<file path="config.mk">
export PLATFORM = sky130hd
export DESIGN_NAME = ddr3_app_arbiter_flat
export DESIGN_NICKNAME = d
export VERILOG_FILES = /design/src/rtl/ddr3_pkg.sv /design/src/rtl/ddr3_app_arbiter_if.sv /design/src/rtl/ddr3_app_arbiter_tag_fifo.sv /design/src/rtl/ddr3_app_arbiter.sv /design/src/flat_wrapper.sv
export SDC_FILE = /design/constraint.sdc
export NUM_CORES = 1
export LEC_CHECK = 0
export CORE_AREA = 3 3 573 575
export DETAILED_ROUTE_END_ITERATION = 16
export DIE_AREA = 0 0 576 578
export DONT_BUFFER_PORTS = 1
export PLACE_DENSITY = 0.3
export SLEW_MARGIN = 20
export SYNTH_ARGS = -nofsm -noshare
export SYNTH_HDL_FRONTEND = slang
export SYNTH_SLANG_ARGS = --single-unit
</file>
<file path="constraint.sdc">
create_clock -name clk -period 3.35 [get_ports clk]
set_input_delay 0.67 -clock clk [delete_from_list [all_inputs] [get_ports clk]]
set_output_delay 0.67 -clock clk [all_outputs]
set_load 0.01 [all_outputs]
</file>
<file path="src/rtl/ddr3_pkg.sv">
// Shared DDR3 application-port definitions: command codes, default widths, arbiter states.
package ddr3_pkg;

   localparam int DDR_AW        = 29;
   localparam int DDR_DW        = 256;
   localparam int DDR_MW        = DDR_DW / 8;
   localparam int DDR_TAG_DEPTH = 16;

   localparam logic [2:0] DDR_CMD_WR = 3'b000;
   localparam logic [2:0] DDR_CMD_RD = 3'b001;

   typedef enum logic {
      ARB_INIT = 1'b0,
      ARB_RUN  = 1'b1
   } arb_state_t;

endpackage

</file>
<file path="src/rtl/ddr3_app_arbiter_if.sv">
// Two client command ports plus the DDR3 controller application port.
// master = arbiter view (drives grants and app_*), slave = clients and controller.
interface ddr3_app_arbiter_if #(
   parameter int AW = ddr3_pkg::DDR_AW,
   parameter int DW = ddr3_pkg::DDR_DW,
   parameter int MW = ddr3_pkg::DDR_MW
) ();
   logic          calib_done;
   logic          p0_req, p1_req;
   logic          p0_we, p1_we;
   logic [AW-1:0] p0_addr, p1_addr;
   logic [DW-1:0] p0_wdata, p1_wdata;
   logic [MW-1:0] p0_wmask, p1_wmask;
   logic          p0_gnt, p1_gnt;
   logic          p0_rd_valid, p1_rd_valid;
   logic [DW-1:0] rd_data;
   logic [2:0]    app_cmd;
   logic          app_en;
   logic [AW-1:0] app_addr;
   logic          app_rdy;
   logic [DW-1:0] app_wdf_data;
   logic [MW-1:0] app_wdf_mask;
   logic          app_wdf_wren, app_wdf_end, app_wdf_rdy;
   logic          app_burst;
   logic [DW-1:0] app_rd_data;
   logic          app_rd_data_valid;
   logic          busy, err;

   modport master (
      input  calib_done, p0_req, p1_req, p0_we, p1_we, p0_addr, p1_addr,
             p0_wdata, p1_wdata, p0_wmask, p1_wmask,
             app_rdy, app_wdf_rdy, app_rd_data, app_rd_data_valid,
      output p0_gnt, p1_gnt, p0_rd_valid, p1_rd_valid, rd_data,
             app_cmd, app_en, app_addr, app_wdf_data, app_wdf_mask,
             app_wdf_wren, app_wdf_end, app_burst, busy, err
   );

   modport slave (
      output calib_done, p0_req, p1_req, p0_we, p1_we, p0_addr, p1_addr,
             p0_wdata, p1_wdata, p0_wmask, p1_wmask,
             app_rdy, app_wdf_rdy, app_rd_data, app_rd_data_valid,
      input  p0_gnt, p1_gnt, p0_rd_valid, p1_rd_valid, rd_data,
             app_cmd, app_en, app_addr, app_wdf_data, app_wdf_mask,
             app_wdf_wren, app_wdf_end, app_burst, busy, err
   );
endinterface

</file>
<file path="src/rtl/ddr3_app_arbiter_tag_fifo.sv">
// Small synchronous FIFO holding the issuing port of each outstanding read.
// Head is valid whenever empty is low; push while full and pop while empty are ignored.
module tag_fifo #(
   parameter int DEPTH = 16,
   parameter int W     = 1
) (
   input  logic         clk,
   input  logic         rst,
   input  logic         push,
   input  logic [W-1:0] din,
   input  logic         pop,
   output logic [W-1:0] head,
   output logic         full,
   output logic         empty
);
   localparam int PW = $clog2(DEPTH);
   localparam int CW = PW + 1;

   logic [W-1:0]  mem [DEPTH];
   logic [PW-1:0] wptr, rptr;
   logic [CW-1:0] count;
   logic          do_push, do_pop;

   assign full    = (count == CW'(DEPTH));
   assign empty   = (count == '0);
   assign head    = mem[rptr];
   assign do_push = push & ~full;
   assign do_pop  = pop & ~empty;

   always_ff @(posedge clk) begin
      if (rst) begin
         wptr  <= '0;
         rptr  <= '0;
         count <= '0;
         for (int i = 0; i < DEPTH; i++) mem[i] <= '0;
      end else begin
         if (do_push) begin
            mem[wptr] <= din;
            wptr      <= wptr + 1'b1;
         end
         if (do_pop) rptr <= rptr + 1'b1;
         count <= count + CW'(do_push) - CW'(do_pop);
      end
   end
endmodule

</file>
<file path="src/rtl/ddr3_app_arbiter.sv">
// Round-robin sharing of one DDR3 app port between two single-beat clients; 0-cycle grant.
// Grants stall on app_rdy/app_wdf_rdy/tag-full; read data steered back in issue order.
module ddr3_app_arbiter
   import ddr3_pkg::*;
#(
   parameter int TAG_DEPTH = DDR_TAG_DEPTH
) (
   input logic                clk,
   input logic                rst,
   ddr3_app_arbiter_if.master bus
);
   arb_state_t state;
   logic       last;
   logic       run, wr_ok, rd_ok, elig0, elig1;
   logic       gnt0, gnt1, any_gnt, sel, sel_we;
   logic       tag_full, tag_empty, tag_head, rd_pop;

   assign run   = (state == ARB_RUN) & bus.calib_done & ~rst;
   assign wr_ok = bus.app_rdy & bus.app_wdf_rdy;
   assign rd_ok = bus.app_rdy & ~tag_full;
   assign elig0 = run & bus.p0_req & (bus.p0_we ? wr_ok : rd_ok);
   assign elig1 = run & bus.p1_req & (bus.p1_we ? wr_ok : rd_ok);

   // Port 1 wins a tie only when port 0 was granted last.
   assign gnt1    = elig1 & (~elig0 | ~last);
   assign gnt0    = elig0 & ~gnt1;
   assign any_gnt = gnt0 | gnt1;
   assign sel     = gnt1;
   assign sel_we  = sel ? bus.p1_we : bus.p0_we;

   assign bus.p0_gnt       = gnt0;
   assign bus.p1_gnt       = gnt1;
   assign bus.app_en       = any_gnt;
   assign bus.app_cmd      = (any_gnt & ~sel_we) ? DDR_CMD_RD : DDR_CMD_WR;
   assign bus.app_addr     = sel ? bus.p1_addr  : bus.p0_addr;
   assign bus.app_wdf_data = sel ? bus.p1_wdata : bus.p0_wdata;
   assign bus.app_wdf_mask = sel ? bus.p1_wmask : bus.p0_wmask;
   assign bus.app_wdf_wren = any_gnt & sel_we;
   assign bus.app_wdf_end  = any_gnt & sel_we;
   assign bus.app_burst    = 1'b0;

   assign rd_pop          = bus.app_rd_data_valid & ~rst & ~tag_empty;
   assign bus.p0_rd_valid = rd_pop & ~tag_head;
   assign bus.p1_rd_valid = rd_pop & tag_head;
   assign bus.rd_data     = bus.app_rd_data;
   assign bus.busy        = ~tag_empty;

   tag_fifo #(.DEPTH(TAG_DEPTH), .W(1)) u_tag_fifo (
      .clk   (clk),
      .rst   (rst),
      .push  (any_gnt & ~sel_we),
      .din   (sel),
      .pop   (rd_pop),
      .head  (tag_head),
      .full  (tag_full),
      .empty (tag_empty)
   );

   always_ff @(posedge clk) begin
      if (rst) begin
         state <= ARB_INIT;
         last  <= 1'b1;
         bus.err <= 1'b0;
      end else begin
         case (state)
            ARB_INIT: if (bus.calib_done)  state <= ARB_RUN;
            ARB_RUN:  if (!bus.calib_done) state <= ARB_INIT;
            default:  state <= ARB_INIT;
         endcase
         if (any_gnt) last <= sel;
         if (bus.app_rd_data_valid & tag_empty) bus.err <= 1'b1;
      end
   end
endmodule
</file>
<file path="src/flat_wrapper.sv">
// flat-port wrapper written by rule: the top's interface ports become plain ports
module ddr3_app_arbiter_flat import ddr3_pkg::*;
#(
   parameter int TAG_DEPTH = DDR_TAG_DEPTH
)
  (clk, rst, bus_calib_done, bus_p0_req, bus_p1_req, bus_p0_we, bus_p1_we, bus_p0_addr, bus_p1_addr, bus_p0_wdata, bus_p1_wdata, bus_p0_wmask, bus_p1_wmask, bus_app_rdy, bus_app_wdf_rdy, bus_app_rd_data, bus_app_rd_data_valid, bus_p0_gnt, bus_p1_gnt, bus_p0_rd_valid, bus_p1_rd_valid, bus_rd_data, bus_app_cmd, bus_app_en, bus_app_addr, bus_app_wdf_data, bus_app_wdf_mask, bus_app_wdf_wren, bus_app_wdf_end, bus_app_burst, bus_busy, bus_err);
  ddr3_app_arbiter_if bus_i ();
  input logic clk;
  input logic rst;
  input wire logic [$bits(bus_i.calib_done)-1:0] bus_calib_done;
  input wire logic [$bits(bus_i.p0_req)-1:0] bus_p0_req;
  input wire logic [$bits(bus_i.p1_req)-1:0] bus_p1_req;
  input wire logic [$bits(bus_i.p0_we)-1:0] bus_p0_we;
  input wire logic [$bits(bus_i.p1_we)-1:0] bus_p1_we;
  input wire logic [$bits(bus_i.p0_addr)-1:0] bus_p0_addr;
  input wire logic [$bits(bus_i.p1_addr)-1:0] bus_p1_addr;
  input wire logic [$bits(bus_i.p0_wdata)-1:0] bus_p0_wdata;
  input wire logic [$bits(bus_i.p1_wdata)-1:0] bus_p1_wdata;
  input wire logic [$bits(bus_i.p0_wmask)-1:0] bus_p0_wmask;
  input wire logic [$bits(bus_i.p1_wmask)-1:0] bus_p1_wmask;
  input wire logic [$bits(bus_i.app_rdy)-1:0] bus_app_rdy;
  input wire logic [$bits(bus_i.app_wdf_rdy)-1:0] bus_app_wdf_rdy;
  input wire logic [$bits(bus_i.app_rd_data)-1:0] bus_app_rd_data;
  input wire logic [$bits(bus_i.app_rd_data_valid)-1:0] bus_app_rd_data_valid;
  output wire logic [$bits(bus_i.p0_gnt)-1:0] bus_p0_gnt;
  output wire logic [$bits(bus_i.p1_gnt)-1:0] bus_p1_gnt;
  output wire logic [$bits(bus_i.p0_rd_valid)-1:0] bus_p0_rd_valid;
  output wire logic [$bits(bus_i.p1_rd_valid)-1:0] bus_p1_rd_valid;
  output wire logic [$bits(bus_i.rd_data)-1:0] bus_rd_data;
  output wire logic [$bits(bus_i.app_cmd)-1:0] bus_app_cmd;
  output wire logic [$bits(bus_i.app_en)-1:0] bus_app_en;
  output wire logic [$bits(bus_i.app_addr)-1:0] bus_app_addr;
  output wire logic [$bits(bus_i.app_wdf_data)-1:0] bus_app_wdf_data;
  output wire logic [$bits(bus_i.app_wdf_mask)-1:0] bus_app_wdf_mask;
  output wire logic [$bits(bus_i.app_wdf_wren)-1:0] bus_app_wdf_wren;
  output wire logic [$bits(bus_i.app_wdf_end)-1:0] bus_app_wdf_end;
  output wire logic [$bits(bus_i.app_burst)-1:0] bus_app_burst;
  output wire logic [$bits(bus_i.busy)-1:0] bus_busy;
  output wire logic [$bits(bus_i.err)-1:0] bus_err;
  assign bus_i.calib_done = bus_calib_done;
  assign bus_i.p0_req = bus_p0_req;
  assign bus_i.p1_req = bus_p1_req;
  assign bus_i.p0_we = bus_p0_we;
  assign bus_i.p1_we = bus_p1_we;
  assign bus_i.p0_addr = bus_p0_addr;
  assign bus_i.p1_addr = bus_p1_addr;
  assign bus_i.p0_wdata = bus_p0_wdata;
  assign bus_i.p1_wdata = bus_p1_wdata;
  assign bus_i.p0_wmask = bus_p0_wmask;
  assign bus_i.p1_wmask = bus_p1_wmask;
  assign bus_i.app_rdy = bus_app_rdy;
  assign bus_i.app_wdf_rdy = bus_app_wdf_rdy;
  assign bus_i.app_rd_data = bus_app_rd_data;
  assign bus_i.app_rd_data_valid = bus_app_rd_data_valid;
  assign bus_p0_gnt = bus_i.p0_gnt;
  assign bus_p1_gnt = bus_i.p1_gnt;
  assign bus_p0_rd_valid = bus_i.p0_rd_valid;
  assign bus_p1_rd_valid = bus_i.p1_rd_valid;
  assign bus_rd_data = bus_i.rd_data;
  assign bus_app_cmd = bus_i.app_cmd;
  assign bus_app_en = bus_i.app_en;
  assign bus_app_addr = bus_i.app_addr;
  assign bus_app_wdf_data = bus_i.app_wdf_data;
  assign bus_app_wdf_mask = bus_i.app_wdf_mask;
  assign bus_app_wdf_wren = bus_i.app_wdf_wren;
  assign bus_app_wdf_end = bus_i.app_wdf_end;
  assign bus_app_burst = bus_i.app_burst;
  assign bus_busy = bus_i.busy;
  assign bus_err = bus_i.err;
  ddr3_app_arbiter #(.TAG_DEPTH(TAG_DEPTH)) u_core (.clk(clk), .rst(rst), .bus(bus_i));
endmodule
</file>
==> flow_metrics.env, run 1 <==
export IMPL_die_area_um2=332900
export IMPL_path_cells="inv_1 -> ha_4 -> nand4bb_4 -> o2111ai_2 -> nand2b_4 -> buf_12 -> buf_16 -> nand2_1 -> nand2_1 -> buf_12"
export IMPL_ys_top_cells_by_area="nand2_1 (45%), buf_4 (27%), edfxtp_1 (6.0%)"
export IMPL_maxCapViolations=0
export IMPL_grt_pass1_vias=9746
export IMPL_grt_pass1_wl_um=269300
export IMPL_clockBufferDepth=2
export IMPL_cts_made_buffers=5
export IMPL_antenna_found_initial=269
export IMPL_start_util_pct=2.483
export IMPL_cp_slowest_stage_delay_ps=330
export IMPL_finalSetupViolations=0
export IMPL_met3_usage_pct=17.63
export IMPL_syn_area_um2=8038
export IMPL_cp_end_kind="output pin"
export IMPL_use_met1_pct=11.38
export IMPL_clk_latency_ps=310
export IMPL_hold_class="input port to flop"
export IMPL_via_per_inst=1.936
export IMPL_crit_family="simple AND/OR/NAND/NOR gates"
export IMPL_synth_largest_area_cell="nand2_1"
export IMPL_fin_hold_ws_ps=423.9
export IMPL_io_pins=1486
export IMPL_use_met2_pct=22.18
export IMPL_final_util_pct=4.642
export IMPL_root_buffer="clkbuf_16"
export IMPL_rows=209
export IMPL_avgSynthCellArea_um2=5.449
export IMPL_first_iter_violations=806
export IMPL_grt_overflow=0
export IMPL_areaGrowthSynthToFinish_pct=86.96
export IMPL_tritoncts="yes"
export IMPL_placed_area_um2=14120
export IMPL_cp_max_fo=63
export IMPL_critical_path_arrival_ps=2620
export IMPL_core_um2=323700
export IMPL_h_tree_depth=2
export IMPL_hold_depth=1
export IMPL_synthArstFlopShare_pct=0
export IMPL_slew_violations=0
export IMPL_synth_top_flop_cell="dfxtp_1"
export IMPL_required_ps=2680
export IMPL_clk_pin_slew_ps=80
export IMPL_nets=2245
export IMPL_wire_per_inst_um=44.03
export IMPL_dpl_hpwl_um=235800
export IMPL_synth_top_cell_area_share_pct=44.60
export IMPL_cts_hold_buf=0
export IMPL_fill_cells=38630
export IMPL_ys_seq_area_share_pct=10.96
export IMPL_multiInputGateArea_um2=4833
export IMPL_grt_usage_pct=14.19
export IMPL_grt_max_degree=79
export IMPL_drive_gt1_share_pct=19.27
export IMPL_die_h_um=578
export IMPL_crit_slowest_cell="dfxtp_1"
export IMPL_vias=11050
export IMPL_critPathLaunchType="flop"
export IMPL_layout_min_cycle_time_ps=3285
export IMPL_powerDensity_nw_per_um2=182.8
export IMPL_yosysWarnings=0
export IMPL_p_leak_uw=0.005250
export IMPL_firstDrtPassIters=5
export IMPL_vdd_drop_max_mv=0.1849
export IMPL_post_place_ws_ps=-128.6
export IMPL_clock_sinks=36
export IMPL_synth_edf_count=16
export IMPL_layout_setup_ws_ps=64.59
export IMPL_path_class="flop to output pin"
export IMPL_synth_most_common_cell="nand2_1"
export IMPL_seq_area_um2=880.8
export IMPL_cp_depth=10
export IMPL_die_x_um=576
export IMPL_fmax_mhz=304.4
export IMPL_hold_viol_final=0
export IMPL_synth_common_cells="nand2_1 (955), buf_4 (284), buf_2 (49), dfxtp_1 (20), and4_1 (17)"
export IMPL_outcome="finished clean"
export IMPL_setup_tns_final_ps=0
export IMPL_port_buffers=0
export IMPL_finalClockSkew_ps=24.79
export IMPL_place_congestion=0.8343
export IMPL_top_usage_layer="met2"
export IMPL_period_share_pct=98.07
export IMPL_drc=0
export IMPL_ys_ff_latch=36
export IMPL_fin_area_um2=15030
export IMPL_synth_cell_types=46
export IMPL_synth_cells=1475
export IMPL_worst_r2r_cell_count=18
export IMPL_totalWireLength_um=251400
export IMPL_worst_path_buf_inv=4
export IMPL_ant_nets=0
==> path summary, 6_finish.rpt <==
path	from	endpoint	slack, ps
worst max-delay path	u_core.u_tag_fifo.count[2]$_SDFF_PP0_	bus_app_wdf_data[31]	60
worst min-delay path	rst	u_core.bus.err$_SDFFE_PP0P_	420
worst max register to register	u_core.u_tag_fifo.count[2]$_SDFF_PP0_	u_core.u_tag_fifo.count[4]$_SDFF_PP0_	260
worst min register to register	u_core.last$_SDFFE_PP1P_	u_core.last$_SDFFE_PP1P_	480
==> layout by cell type (no fill, tap or decap), drive strengths merged, types with 7 or more instances in the layout <==
master,Yosys,routed
nor2,15,15
dfxtp,20,20
edfxtp,16,16
diode,0,50
clkbuf,5,13
buf,339,188
and4,17,17
ha,11,11
inv,14,14
nand2b,7,7
nand2,955,955
a31o,16,16
==> power breakdown <==
part	leakage [uW]	internal, uW	switching (uW)	total [uW]
combinational	0.00485	665	982	1650
sequential	0.000326	508	56.2	564
clock	0.0000775	318	218	536
==> metrics by stage <==
stage / power [uW] / instances
detailed placement: 2224 / 5631
global placement: 2239 / 5631
finish: 2747 / 5709
global route: 2893 / 5671
floorplan: 1486 / 1477
CTS: 2798 / 5650
==> timing repair <==
| item | in CTS | in global routing |
|---|---|---|
| endpoints found under the setup margin | 95 | 129 |
| pin swaps | 1 | 3 |
| endpoints found under the hold margin | 0 | 0 |
| gates cloned | 4 | 5 |
| resized for setup | 42 | 26 |
| buffers inserted | 7 | 5 |
==> cell type report <==
cell class,instances,area share [%]
tap,4325,36.01
multi-input combinational,1083,32.16
timing repair buffer,193,23.63
sequential,36,5.862
clock buffer,8,1.041
antenna,50,0.8326
inverter,14,0.4580
==> cells by family (layout without fill, tap and decap cells) <==
logic type / after synthesis / in the layout / synth area share (%)
other: 1 / 53 / 0.04666
adders and majority gates: 12 / 12 / 1.961
xor gates and xnor gates: 5 / 5 / 0.5448
buffers and inverters: 358 / 215 / 31.12
muxes: 8 / 8 / 1.790
and+or+nand+nor: 1019 / 1019 / 50.03
AOI/OAI and AO/OA: 36 / 36 / 3.549
DFF: 36 / 36 / 10.96
==> worst reg2reg max path, stage by stage, from the launching register on <==
cell and delay [ps]:
dfxtp_1 330, inv_1 110, ha_4 160, nand4bb_4 170, buf_4 190, o2111a_1 240
o21ai_2 150, and3_4 200, inv_1 40, ha_1 260, inv_1 40, ha_1 180
inv_1 80, fa_1 190, inv_1 50, a21oi_1 110, nor2_1 60, or3_1 340
a21oi_1 140
==> per-layer routing <==
| layer | wire, um | vias up |
|---|---|---|
| met5 | 1932 | - |
| met4 | 5391 | 242 |
| met3 | 64930 | 536 |
| met2 | 109700 | 1595 |
| met1 | 69400 | 4651 |
| li1 | - | 4030 |
(Power assumes the default switching activity.)
==> inputs of run 2 (changes only) <==
- BUFFER_PORTS_ARGS: default -> -buffer_cell sky130_fd_sc_hd__buf_2
- CORE_AREA: 3 3 573 575 -> 3 3 572 574
- DIE_AREA: 0 0 576 578 -> 0 0 575 577
- DONT_BUFFER_PORTS: 1 -> default
==> flow_metrics.env, run 2 (same netlist as run 1, synthesis figures left out) <==
export IMPL_io_pins=1486
export IMPL_dp_cells=6488
export IMPL_clock_sinks=36
export IMPL_hold_start="u_core.last$_SDFFE_PP1P_"
export IMPL_vias=14730
export IMPL_period_share_pct=97.43
export IMPL_cts_hold_buf=0
export IMPL_path_class="flop to output pin"
export IMPL_finalClockSkew_ps=2.706
export IMPL_dpl_hpwl_um=243600
export IMPL_hold_class="flop to flop"
export IMPL_worst_r2r_cell_count=15
export IMPL_setup_tns_final_ps=0
export IMPL_mostFrequentLayoutCells="nand2_1 (921), buf_2 (883), buf_12 (75), buf_4 (61), nand2_2 (31)"
export IMPL_clockBufferDepth=2
export IMPL_cts_made_buffers=5
export IMPL_grt_usage_pct=14.54
export IMPL_start_util_pct=2.487
export IMPL_grt_setup_unrepaired="true"
export IMPL_grt_max_degree=68
export IMPL_firstDrtPassIters=7
export IMPL_antenna_found_initial=329
export IMPL_totalWireLength_um=257000
export IMPL_tritoncts="yes"
export IMPL_clk_pin_slew_ps=60
export IMPL_slew_violations=0
export IMPL_grt_overflow=0
export IMPL_cp_end_kind="output pin"
export IMPL_stdcell_count=6585
export IMPL_first_iter_violations=1138
export IMPL_r2r_start="u_core.u_tag_fifo.count[3]$_SDFF_PP0_"
export IMPL_vdd_drop_max_mv=0.1892
export IMPL_ant_nets=0
export IMPL_grt_pass1_vias=12680
export IMPL_powerDensity_nw_per_um2=161.5
export IMPL_drc=0
export IMPL_areaGrowthSynthToFinish_pct=130.4
export IMPL_rows=209
export IMPL_hold_viol_final=0
export IMPL_nets=3104
export IMPL_h_tree_depth=2
export IMPL_outcome="finished clean"
export IMPL_maxCapViolations=0
export IMPL_drive_gt1_share_pct=50.93
export IMPL_required_ps=2680
export IMPL_die_area_um2=331800
export IMPL_hold_depth=2
export IMPL_via_per_inst=2.236
export IMPL_root_buffer="clkbuf_16"
export IMPL_core_um2=323200
export IMPL_port_buffers=970
export IMPL_die_h_um=577
export IMPL_critPathLaunchType="flop"
export IMPL_critical_path_arrival_ps=2590
export IMPL_grt_pass1_wl_um=280600
export IMPL_final_common_cell="nand2_1"
export IMPL_die_x_um=575
export IMPL_p_leak_uw=0.008339
export IMPL_cp_max_fo=5
export IMPL_clk_latency_ps=280
export IMPL_r2r_slack_ps=230
export IMPL_place_congestion=0.8837
export IMPL_fmax_mhz=306.4
export IMPL_finalSetupViolations=0
export IMPL_min_to="u_core.last$_SDFFE_PP1P_"
export IMPL_r2r_end="u_core.u_tag_fifo.count[4]$_SDFF_PP0_"
export IMPL_wire_per_inst_um=39.03
export IMPL_layout_min_cycle_time_ps=3264
-- run 2: cell types whose count changed in the layout (fill, tap and decap cells not counted), sizes merged --
cell	change
buf	+853
bufbuf	+1
clkbuf	+4
clkinv	+2
diode	+17
inv	-1
-- run 2: power by group --
part | switching [uW] | leakage, uW | internal (uW)
Combinational | 1100 | 0.00795 | 868
Sequential | 53.3 | 0.000326 | 509
Clock | 181 | 0.0000660 | 274
-- run 2: how the worst max path moves through the flow --
stage | to | startpoint | slack (ps)
6_report | bus_app_wdf_data[5] | u_core.u_tag_fifo.count[3]$_SDFF_PP0_ | 90
2_1_floorplan | u_core.u_tag_fifo.count[4]$_SDFF_PP0_ | rst | 180
4_1_cts | bus_app_wdf_mask[17] | u_core.u_tag_fifo.count[3]$_SDFF_PP0_ | -10
3_5_place_dp | bus_app_wdf_data[19] | rst | -130
3_3_place_gp | u_core.u_tag_fifo.count[4]$_SDFF_PP0_ | rst | -170
5_1_grt | bus_app_wdf_data[254] | u_core.u_tag_fifo.count[3]$_SDFF_PP0_ | -50
-- run 2: final cells by class --
| type | count | area (um^2) |
|---|---|---|
| diodes | 67 | 167.7 |
| clock buffers | 7 | 132.6 |
| clock inverters | 1 | 3.754 |
| fillers | 38800 | 304700 |
| inverters | 14 | 65.06 |
| multi-input cells | 1083 | 4796 |
| flip-flops and latches | 36 | 882.1 |
| well taps | 4325 | 5411 |
| repair buffers | 1052 | 7057 |
-- run 2: critical path: stages (launching register included) --
cell	delay (ps)
dfxtp_2	320
inv_1	70
ha_2	210
nand4bb_4	170
o2111ai_2	230
buf_4	160
nand2b_4	110
buf_12	180
buf_12	150
buf_16	150
buf_6	140
nand2_1	60
nand2_1	130
buf_2	180
-- run 2: through the flow --
step / area (um^2) / power (uW) / hold slack, ps / utilization, % / setup WS (ps)
2_1_floorplan: 8045 / 1486 / 430.9 / - / 177.2
3_3_place_gp: 17490 / 2569 / 452.9 / 5.413 / -171.5
3_5_place_dp: 17490 / 2552 / 455.0 / 5.413 / -133.0
4_1_cts: 17980 / 3047 / 466.0 / 5.563 / -12.69
5_1_grt: 18410 / 3198 / 489.3 / 5.694 / -49.00
6_report: 18520 / 2990 / 461.9 / 5.728 / 86.08
-- run 2: layer usage --
metal / vias up / share of wire [%] / GRT usage [%]
met1: 6045 / 28 / 12.16
met3: 690 / 26 / 17.68
met5: - / 0.87 / 1.076
met4: 264 / 3.3 / 2.665
li1: 5764 / - / -
met2: 1962 / 42 / 21.99
-- run 2: what timing repair did --
action | 4_1_cts | 5_1_grt
resized for setup | 70 | 25
hold endpoints to repair | 0 | 0
setup endpoints to repair | 142 | 208
cloned | 2 | 8
buffers inserted | 5 | 8
pin swaps | 8 | 3
